$ cat src/rtl/led_share_arbiter_if.sv
// Request/grant/LED bundle between the status sources, the arbiter and the LED pin.
interface led_share_arbiter_if;
    logic [3:0] iREQ;
    logic [3:0] oGNT;
    logic       oLED;
    logic       oBUSY;

    modport master (output iREQ, input oGNT, oLED, oBUSY);
    modport slave  (input iREQ, output oGNT, oLED, oBUSY);
endinterface

$ cat src/rtl/led_share_arbiter.sv
// Round-robin sharing of one status LED among four requesters, each with its own blink
// rate, a minimum hold time per owner and a dark gap between owners.
module led_share_arbiter #(
    parameter int unsigned TICK_DIV  = 500_000,
    parameter int unsigned BASE_HALF = 10,
    parameter int unsigned MIN_HOLD  = 50,
    parameter int unsigned GAP       = 20
) (
    input logic                iCLK,
    input logic                iRST,
    led_share_arbiter_if.slave bus
);
    localparam int unsigned PRESC_W = $clog2(TICK_DIV - 1) + 1;
    localparam int unsigned HOLD_W  = $clog2(MIN_HOLD) + 1;
    localparam int unsigned PHASE_W = $clog2(4 * BASE_HALF - 1) + 1;
    localparam int unsigned GAP_W   = $clog2(GAP) + 1;

    localparam logic [PRESC_W-1:0] PRESC_LAST = PRESC_W'(TICK_DIV - 1);
    localparam logic [HOLD_W-1:0]  HOLD_MAX   = HOLD_W'(MIN_HOLD);
    localparam logic [HOLD_W-1:0]  HOLD_LAST  = HOLD_W'(MIN_HOLD - 1);
    localparam logic [GAP_W-1:0]   GAP_LAST   = GAP_W'(GAP - 1);

    typedef enum logic [1:0] {StIdle, StServe, StGap} state_e;

    state_e             stateQ, stateD;
    logic [PRESC_W-1:0] prescQ, prescD;
    logic [HOLD_W-1:0]  holdQ, holdD;
    logic [PHASE_W-1:0] phaseQ, phaseD;
    logic [GAP_W-1:0]   gapQ, gapD;
    logic [1:0]         ownerQ, ownerD;
    logic [1:0]         lastQ, lastD;
    logic [3:0]         gntQ, gntD;
    logic               ledQ, ledD;

    logic               tick;
    logic               holdDone;
    logic               othersReq;
    logic [1:0]         winner;
    logic [1:0]         idx;
    logic               found;
    logic [PHASE_W-1:0] phaseLim;

    assign tick      = (prescQ == PRESC_LAST);
    // Hold is satisfied either already, or by the tick landing this very cycle.
    assign holdDone  = (holdQ == HOLD_MAX) || (tick && (holdQ == HOLD_LAST));
    assign othersReq = |(bus.iREQ & ~(4'b0001 << ownerQ));

    // Search starts just after the previous owner, so the previous owner is tried last.
    always_comb begin
        winner = '0;
        idx    = '0;
        found  = 1'b0;
        for (int i = 1; i <= 4; i++) begin
            idx = lastQ + 2'(i);
            if (!found && bus.iREQ[idx]) begin
                winner = idx;
                found  = 1'b1;
            end
        end
    end

    always_comb begin
        phaseLim = '0;
        unique case (ownerQ)
            2'd0: phaseLim = PHASE_W'(BASE_HALF - 1);
            2'd1: phaseLim = PHASE_W'(2 * BASE_HALF - 1);
            2'd2: phaseLim = PHASE_W'(3 * BASE_HALF - 1);
            2'd3: phaseLim = PHASE_W'(4 * BASE_HALF - 1);
            default: phaseLim = '0;
        endcase
    end

    always_comb begin
        stateD = stateQ;
        prescD = tick ? '0 : prescQ + PRESC_W'(1);
        holdD  = holdQ;
        phaseD = phaseQ;
        gapD   = gapQ;
        ownerD = ownerQ;
        lastD  = lastQ;
        gntD   = gntQ;
        ledD   = ledQ;

        unique case (stateQ)
            StIdle: begin
                if (|bus.iREQ) begin
                    stateD = StServe;
                    ownerD = winner;
                    lastD  = winner;
                    gntD   = 4'b0001 << winner;
                    ledD   = 1'b1;
                    holdD  = '0;
                    phaseD = '0;
                end
            end
            StServe: begin
                if (tick) begin
                    if (holdQ != HOLD_MAX) holdD = holdQ + HOLD_W'(1);
                    if (phaseQ == phaseLim) begin
                        phaseD = '0;
                        ledD   = ~ledQ;
                    end else begin
                        phaseD = phaseQ + PHASE_W'(1);
                    end
                end
                if (holdDone && (!bus.iREQ[ownerQ] || othersReq)) begin
                    stateD = StGap;
                    gntD   = '0;
                    ledD   = 1'b0;
                    gapD   = '0;
                end
            end
            StGap: begin
                if (tick) begin
                    if (gapQ == GAP_LAST) stateD = StIdle;
                    else gapD = gapQ + GAP_W'(1);
                end
            end
            default: stateD = StIdle;
        endcase

        // Every state starts with a full tick period.
        if (stateD != stateQ) prescD = '0;
    end

    always_ff @(posedge iCLK) begin
        if (iRST) begin
            stateQ <= StIdle;
            prescQ <= '0;
            holdQ  <= '0;
            phaseQ <= '0;
            gapQ   <= '0;
            ownerQ <= '0;
            lastQ  <= 2'd3;
            gntQ   <= '0;
            ledQ   <= 1'b0;
        end else begin
            stateQ <= stateD;
            prescQ <= prescD;
            holdQ  <= holdD;
            phaseQ <= phaseD;
            gapQ   <= gapD;
            ownerQ <= ownerD;
            lastQ  <= lastD;
            gntQ   <= gntD;
            ledQ   <= ledD;
        end
    end

    assign bus.oGNT  = gntQ;
    assign bus.oLED  = ledQ;
    assign bus.oBUSY = (stateQ != StIdle);
endmodule
$ cat src/flat_wrapper.sv
// flat-port wrapper written by rule: the top's interface ports become plain ports
module led_share_arbiter_flat 
#(
    parameter int unsigned TICK_DIV  = 500_000,
    parameter int unsigned BASE_HALF = 10,
    parameter int unsigned MIN_HOLD  = 50,
    parameter int unsigned GAP       = 20
)
  (iCLK, iRST, bus_iREQ, bus_oGNT, bus_oLED, bus_oBUSY);
  led_share_arbiter_if bus_i ();
  input logic iCLK;
  input logic iRST;
  input wire logic [$bits(bus_i.iREQ)-1:0] bus_iREQ;
  output wire logic [$bits(bus_i.oGNT)-1:0] bus_oGNT;
  output wire logic [$bits(bus_i.oLED)-1:0] bus_oLED;
  output wire logic [$bits(bus_i.oBUSY)-1:0] bus_oBUSY;
  assign bus_i.iREQ = bus_iREQ;
  assign bus_oGNT = bus_i.oGNT;
  assign bus_oLED = bus_i.oLED;
  assign bus_oBUSY = bus_i.oBUSY;
  led_share_arbiter #(.TICK_DIV(TICK_DIV), .BASE_HALF(BASE_HALF), .MIN_HOLD(MIN_HOLD), .GAP(GAP)) u_core (.iCLK(iCLK), .iRST(iRST), .bus(bus_i));
endmodule
$ cat config.mk
export PLATFORM = sky130hd
export DESIGN_NAME = led_share_arbiter_flat
export DESIGN_NICKNAME = d
export VERILOG_FILES = /design/src/rtl/led_share_arbiter_if.sv /design/src/rtl/led_share_arbiter.sv /design/src/flat_wrapper.sv
export SDC_FILE = /design/constraint.sdc
export NUM_CORES = 1
export LEC_CHECK = 0
export BUFFER_PORTS_ARGS = -buffer_cell sky130_fd_sc_hd__clkbuf_2
export CAP_MARGIN = 15
export CORE_UTILIZATION = 28
export DETAILED_ROUTE_END_ITERATION = 12
export PLACE_DENSITY_LB_ADDON = 0.12
export SLEW_MARGIN = 20
export SYNTH_ARGS = -nofsm -noshare
export SYNTH_HDL_FRONTEND = slang
export SYNTH_SLANG_ARGS = --single-unit
$ cat constraint.sdc
create_clock -name iCLK -period 2.75 [get_ports iCLK]
set_input_delay 0.1375 -clock iCLK [delete_from_list [all_inputs] [get_ports iCLK]]
set_output_delay 0.1375 -clock iCLK [all_outputs]
set_load 0.1 [all_outputs]
# ---- After elaboration in Yosys (flattened, before gate mapping)
# Index checks and enable logic that the tools add are counted.
dict set report classes {
  n_addsub 7
  magnitude_cmp 5
  n_eq_ne 20
  shifts 2
  n_mux 42
  bitwise 3
  n_reduce_logical 25
}
# cell count
set ops {}
lappend ops {{2-to-1 mux 7 bit} 5}
lappend ops {{case mux 7 bit (2 select lines)} 2}
lappend ops {{case mux 7 bit (4 select lines)} 1}
lappend ops {{adder 20 x 1 -> 20 bit, second input constant} 1}
lappend ops {{equality test 20 x 19 -> 1 bit, second input constant} 1}
lappend ops {{2-to-1 mux 6 bit} 3}
lappend ops {{2-to-1 mux 2 bit} 8}
lappend ops {{less-than comparator 2 x 3 -> 1 bit, second input constant} 5}
lappend ops {{adder 7 x 1 -> 7 bit, second input constant} 2}
lappend ops {{equality test 7 x 6 -> 1 bit, second input constant} 2}
lappend ops {{2-to-1 mux 1 bit} 12}
lappend ops {{case mux 6 bit (2 select lines)} 1}
lappend ops {{AND reduction 4 bit} 3}
lappend ops {{binary-select mux 1 bit (select 2 bit)} 5}
lappend ops {{inequality test 2 x 1 -> 1 bit, second input constant} 5}
lappend ops {{2-to-1 mux 4 bit} 2}
lappend ops {{case mux 4 bit (2 select lines)} 1}
lappend ops {{OR reduction 4 bit} 2}
lappend ops {{left shift 1 x 2 -> 4 bit, first input constant} 2}
lappend ops {{equality test 7 bit} 1}
lappend ops {{inequality test 7 x 6 -> 1 bit, second input constant} 1}
lappend ops {{adder 6 x 1 -> 6 bit, second input constant} 1}
lappend ops {{equality test 2 bit, second input constant} 3}
lappend ops {{equality test 6 x 5 -> 1 bit, second input constant} 1}
lappend ops {{19 further kinds} 34}
dict set report totals {
  reg_bits 51
  inputBits 6
}

# ---- Longest topological paths before layout
dict set report depth {
  depth_word 16
  depth_mapped 8
}

# ---- Worst setup path after synthesis
# Ideal clock, no wire load.
dict set report synth_path {
  path_type {register -> register}
  from {register u_core.ownerQ[0]}
  to {register u_core.ledQ, in the netlist u_core.bus.oLED}
  setup_ps 103
  arrival_time_ps 2032
  required_time_ps 2647
  slack_ps 614
  stages_incl_launch_ff 8
  path_buffers 0
  synth_period_minus_slack_ps 2136
  path_cell_list {dfxtp_1 inv_1 ha_1 or3_1 a2111oi_2 and3_1 o21ai_1 a2111oi_2}
}
dict set report synth_between {
  elab_chain_cells 8
}
# element line_no
set synth_rtl {}
lappend synth_rtl {{from (decl)} led_share_arbiter.sv:30} ;# logic [1:0] ownerQ, ownerD;
lappend synth_rtl {{from (signal assigned)} led_share_arbiter.sv:143} ;# ownerQ <= ownerD;
lappend synth_rtl {{parallel branches: the longest is 8 deep, another holds case mux 7 bit (4 select lines)} -}
lappend synth_rtl {{to (signal assigned)} led_share_arbiter.sv:146} ;# ledQ <= ledD;
lappend synth_rtl {{to (decl)} led_share_arbiter.sv:33} ;# logic ledQ, ledD;
# Several ways; the timed one is not identified. The select of a mux whose other input is x is not followed.
# A chain may end at the register's enable or synchronous reset.

# ---- Worst setup path in the final report
# Same ends and word-level chain as after synthesis.

==> flow_metrics.py <==
metrics = {
    "cts": {
        "cts_buffers": 5,
        "cts_hold_buf": 0,
        "ctsResizeCount": 0,
        "postCtsSetupBuffers": 0,
        "path_clk_slew_ns": 0.10,
        "clk-insertion-delay-late_ns": 0.31,
        "clockRootBuffer": "clkbuf_8",
        "htree_levels": 2,
        "cts_buffer_depth": 2,
        "cts_tree": "done",
        "clock_sinks": 51,
    },
    "global_routing": {
        "grt_max_degree": 27,
        "grt_pass1_vias": 2074,
        "grt_pass1_wl_um": 9960,
        "grt_overflow": 0,
        "grt.total_usage_pct": 12.5,
        "antenna_found_initial": 0,
    },
    "timing": {
        "tightest_slew_ns": 0.646,
        "rsz0062_at_grt": "false",
        "fin_setup_tns_ns": 0,
        "finalHoldViolCount": 0,
        "fin_ws_ns": 0.438,
        "fmax_mhz": 433,
        "clock_skew_ns": 0.0135,
        "min_period_ns": 2.31,
        "relSlewSlack_pct": 56.5,
        "maxSlewViolCount": 0,
        "fin_crit_sh_pct": 84.1,
        "setup_viol": 0,
    },
    "layout": {
        "syn_to_final_growth_pct": 10.8,
        "num-nets-final": 346,
        "num_antenna_cells": 0,
        "drive_gt1_share_pct": 9.67,
    },
    "floorplanning": {
        "fp.dieArea_sq_mm": 0.0100,
        "die_w_um": 100,
        "core_region_area_sq_mm": 0.00928,
        "row_count": 35,
        "start_util_pct": 29.1,
        "die_h_um": 100,
        "pin_count": 12,
    },
    "detailed_routing": {
        "drc": 0,
        "wl_per_cell_um": 12.5,
        "routed_wl_um": 5770,
        "dr.pass1.iters": 4,
        "antenna_left": 0,
        "viasPerCell": 4.82,
        "drt_iter0_drc": 111,
        "num_vias": 2215,
    },
    "pwr": {
        "internal_power_w": 0.00109,
        "switchingPower_w": 0.000439,
        "ir_drop_mv": 0.206,
        "pwr-share-clk_pct": 35.6,
        "power_density_mw_per_mm2": 510,
        "power_frac_seq_pct": 50.8,
        "swShare_pct": 28.8,
        "p_comb_share_pct": 13.5,
        "p_leak_nw": 0.998,
    },
    "synth": {
        "synth_seq_cells": 51,
        "synth_edf_count": 0,
        "synth_nets": 337,
        "synth_area_sq_mm": 0.00270,
        "ys_types": 48,
        "ys.flop_type": "dfxtp_1",
        "syn-instance-count": 321,
        "synth-async-reset-ratio_pct": 0,
        "synth_area_per_cell_sq_um": 8.41,
        "yosysWarnings": 0,
        "ys_seq_area_share_pct": 37.8,
    },
    "placement": {
        "dpl.hpwl_um": 4180,
        "preCtsSetupSlack_ns": 0.448,
        "place_congestion": 0.758,
        "place.port_buffers": 11,
    },
    "critical_path": {
        "critPathKind": "reg2reg",
        "critPathLaunchType": "flop",
        "crit_arrival_ns": 2.52,
        "crit_path_max_fanout": 7,
        "required_ns": 2.95,
        "reg2reg_slack_ns": 0.44,
        "end_kind": "flop",
    },
    "flow_run": {
        "maxCapViolCount": 0,
    },
    "run_status": {
        "status": "completed",
    },
    "min_path": {
        "hold_class": "in2reg",
    },
}
through the flow:
step	total power (W)	instances	utilization, %	area (sq um)	hold WS, ns
final	0.00153	460	32.2	2990	0.266
after global routing	0.00161	460	32.2	2990	0.281
after CTS	0.00155	460	32.2	2990	0.279
after detailed placement	0.00100	452	31.0	2880	0.444
after global placement	0.00100	452	31.0	2880	0.433
after floorplan	0.000960	321	-	2700	0.418
registers in the layout, summed over array words and instances, names as in the netlist:
register and cells:
u_core.holdQ 7, u_core.prescQ 20, u_core.stateQ 2, u_core.bus.oLED 1, u_core.bus.oGNT 4, u_core.phaseQ 7
u_core.ownerQ 2, u_core.gapQ 6, u_core.lastQ 2
worst paths after layout:
| kind | start | end | cells after the start |
|---|---|---|---|
| hold reg to reg | u_core.prescQ[0]$_SDFF_PP0_ | u_core.prescQ[0]$_SDFF_PP0_ | 1 |
| setup reg to reg | u_core.ownerQ[0]$_SDFFE_PP0P_ | u_core.bus.oLED$_SDFFE_PP0P_ | 7 |
| setup / recovery | u_core.ownerQ[0]$_SDFFE_PP0P_ | u_core.bus.oLED$_SDFFE_PP0P_ | 7 |
| hold / removal | iRST | u_core.stateQ[1]$_SDFF_PP0_ | 2 |
synth_stat cells, types with 4 or more instances:
cell | n | share of area [%]
dfxtp_1 | 51 | 38
nand2b_1 | 6 | 1.4
nand3_1 | 13 | 2.4
a21oi_1 | 17 | 3.2
inv_1 | 17 | 2.4
nor2b_1 | 5 | 1.2
or3_1 | 8 | 1.9
mux2i_1 | 4 | 1.5
and3_1 | 5 | 1.2
and4_1 | 4 | 1.3
nor3_1 | 10 | 1.9
a32o_1 | 4 | 1.5
nor2_1 | 36 | 5.0
nor4_1 | 8 | 1.9
xor2_1 | 14 | 4.5
o21ai_0 | 12 | 2.2
ha_1 | 10 | 4.6
nand2_1 | 24 | 3.3
or4_1 | 7 | 1.9
xnor2_1 | 12 | 3.9
nand4_1 | 7 | 1.6
clkbuf_1 | 7 | 0.97
o31ai_1 | 6 | 1.7
final cells by class:
class | count | area [sq um]
Clock inverter | 3 | 46.3
Clock buffer | 5 | 68.8
Inverter | 17 | 63.8
Sequential cell | 51 | 1020
Timing Repair Buffer | 14 | 77.6
Fill cell | 1012 | 6290
Tap cell | 129 | 161
Multi-Input combinational cell | 241 | 1550
power groups by stage:
stage	clock network [W]	registers [W]	logic (W)
floorplan	0	0.000838	0.000122
global route	0.000602	0.000780	0.000228
CTS	0.000567	0.000776	0.000209
finish	0.000544	0.000775	0.000206
detailed placement	0	0.000793	0.000208
global placement	0	0.000792	0.000208
routing by layer:
metal	part of all wire [%]	vias up	GRT usage, %
met4	1.1	0	3.34
met3	3.0	4	3.13
li1	-	1168	-
met1	52	1019	16.2
met2	44	24	20.8
met5	0	-	0
cells in the final DEF (no fill, tap or decap), types with 11 or more instances in the layout:
cell type / netlist / layout
xor2_1: 14 / 14
xnor2_1: 12 / 12
nand2_1: 24 / 24
inv_1: 17 / 17
a21oi_1: 17 / 17
dfxtp_1: 51 / 51
nor2_1: 36 / 36
o21ai_0: 12 / 12
clkbuf_2: 1 / 11
nand3_1: 13 / 13
cell families (layout without fill, tap and decap cells):
group / count (synthesis) / in the layout / synth area share, %
XOR/XNOR: 26 / 26 / 8.43
buffers and inverters: 29 / 39 / 4.73
AND/OR/NAND/NOR: 140 / 140 / 27.5
multiplexers: 4 / 4 / 1.48
flip-flops: 51 / 51 / 37.8
adder cells (fa/ha/maj): 10 / 10 / 4.63
AO/OA/AOI/OAI: 61 / 61 / 15.4
critical path, stage by stage (launching register included):
cell and delay, ns:
dfxtp_1 0.44, inv_1 0.12, ha_1 0.23, or3_1 0.37, a2111oi_2 0.39, and3_1 0.23
o21ai_1 0.07, a2111oi_2 0.36
(Power assumes the default switching activity.)
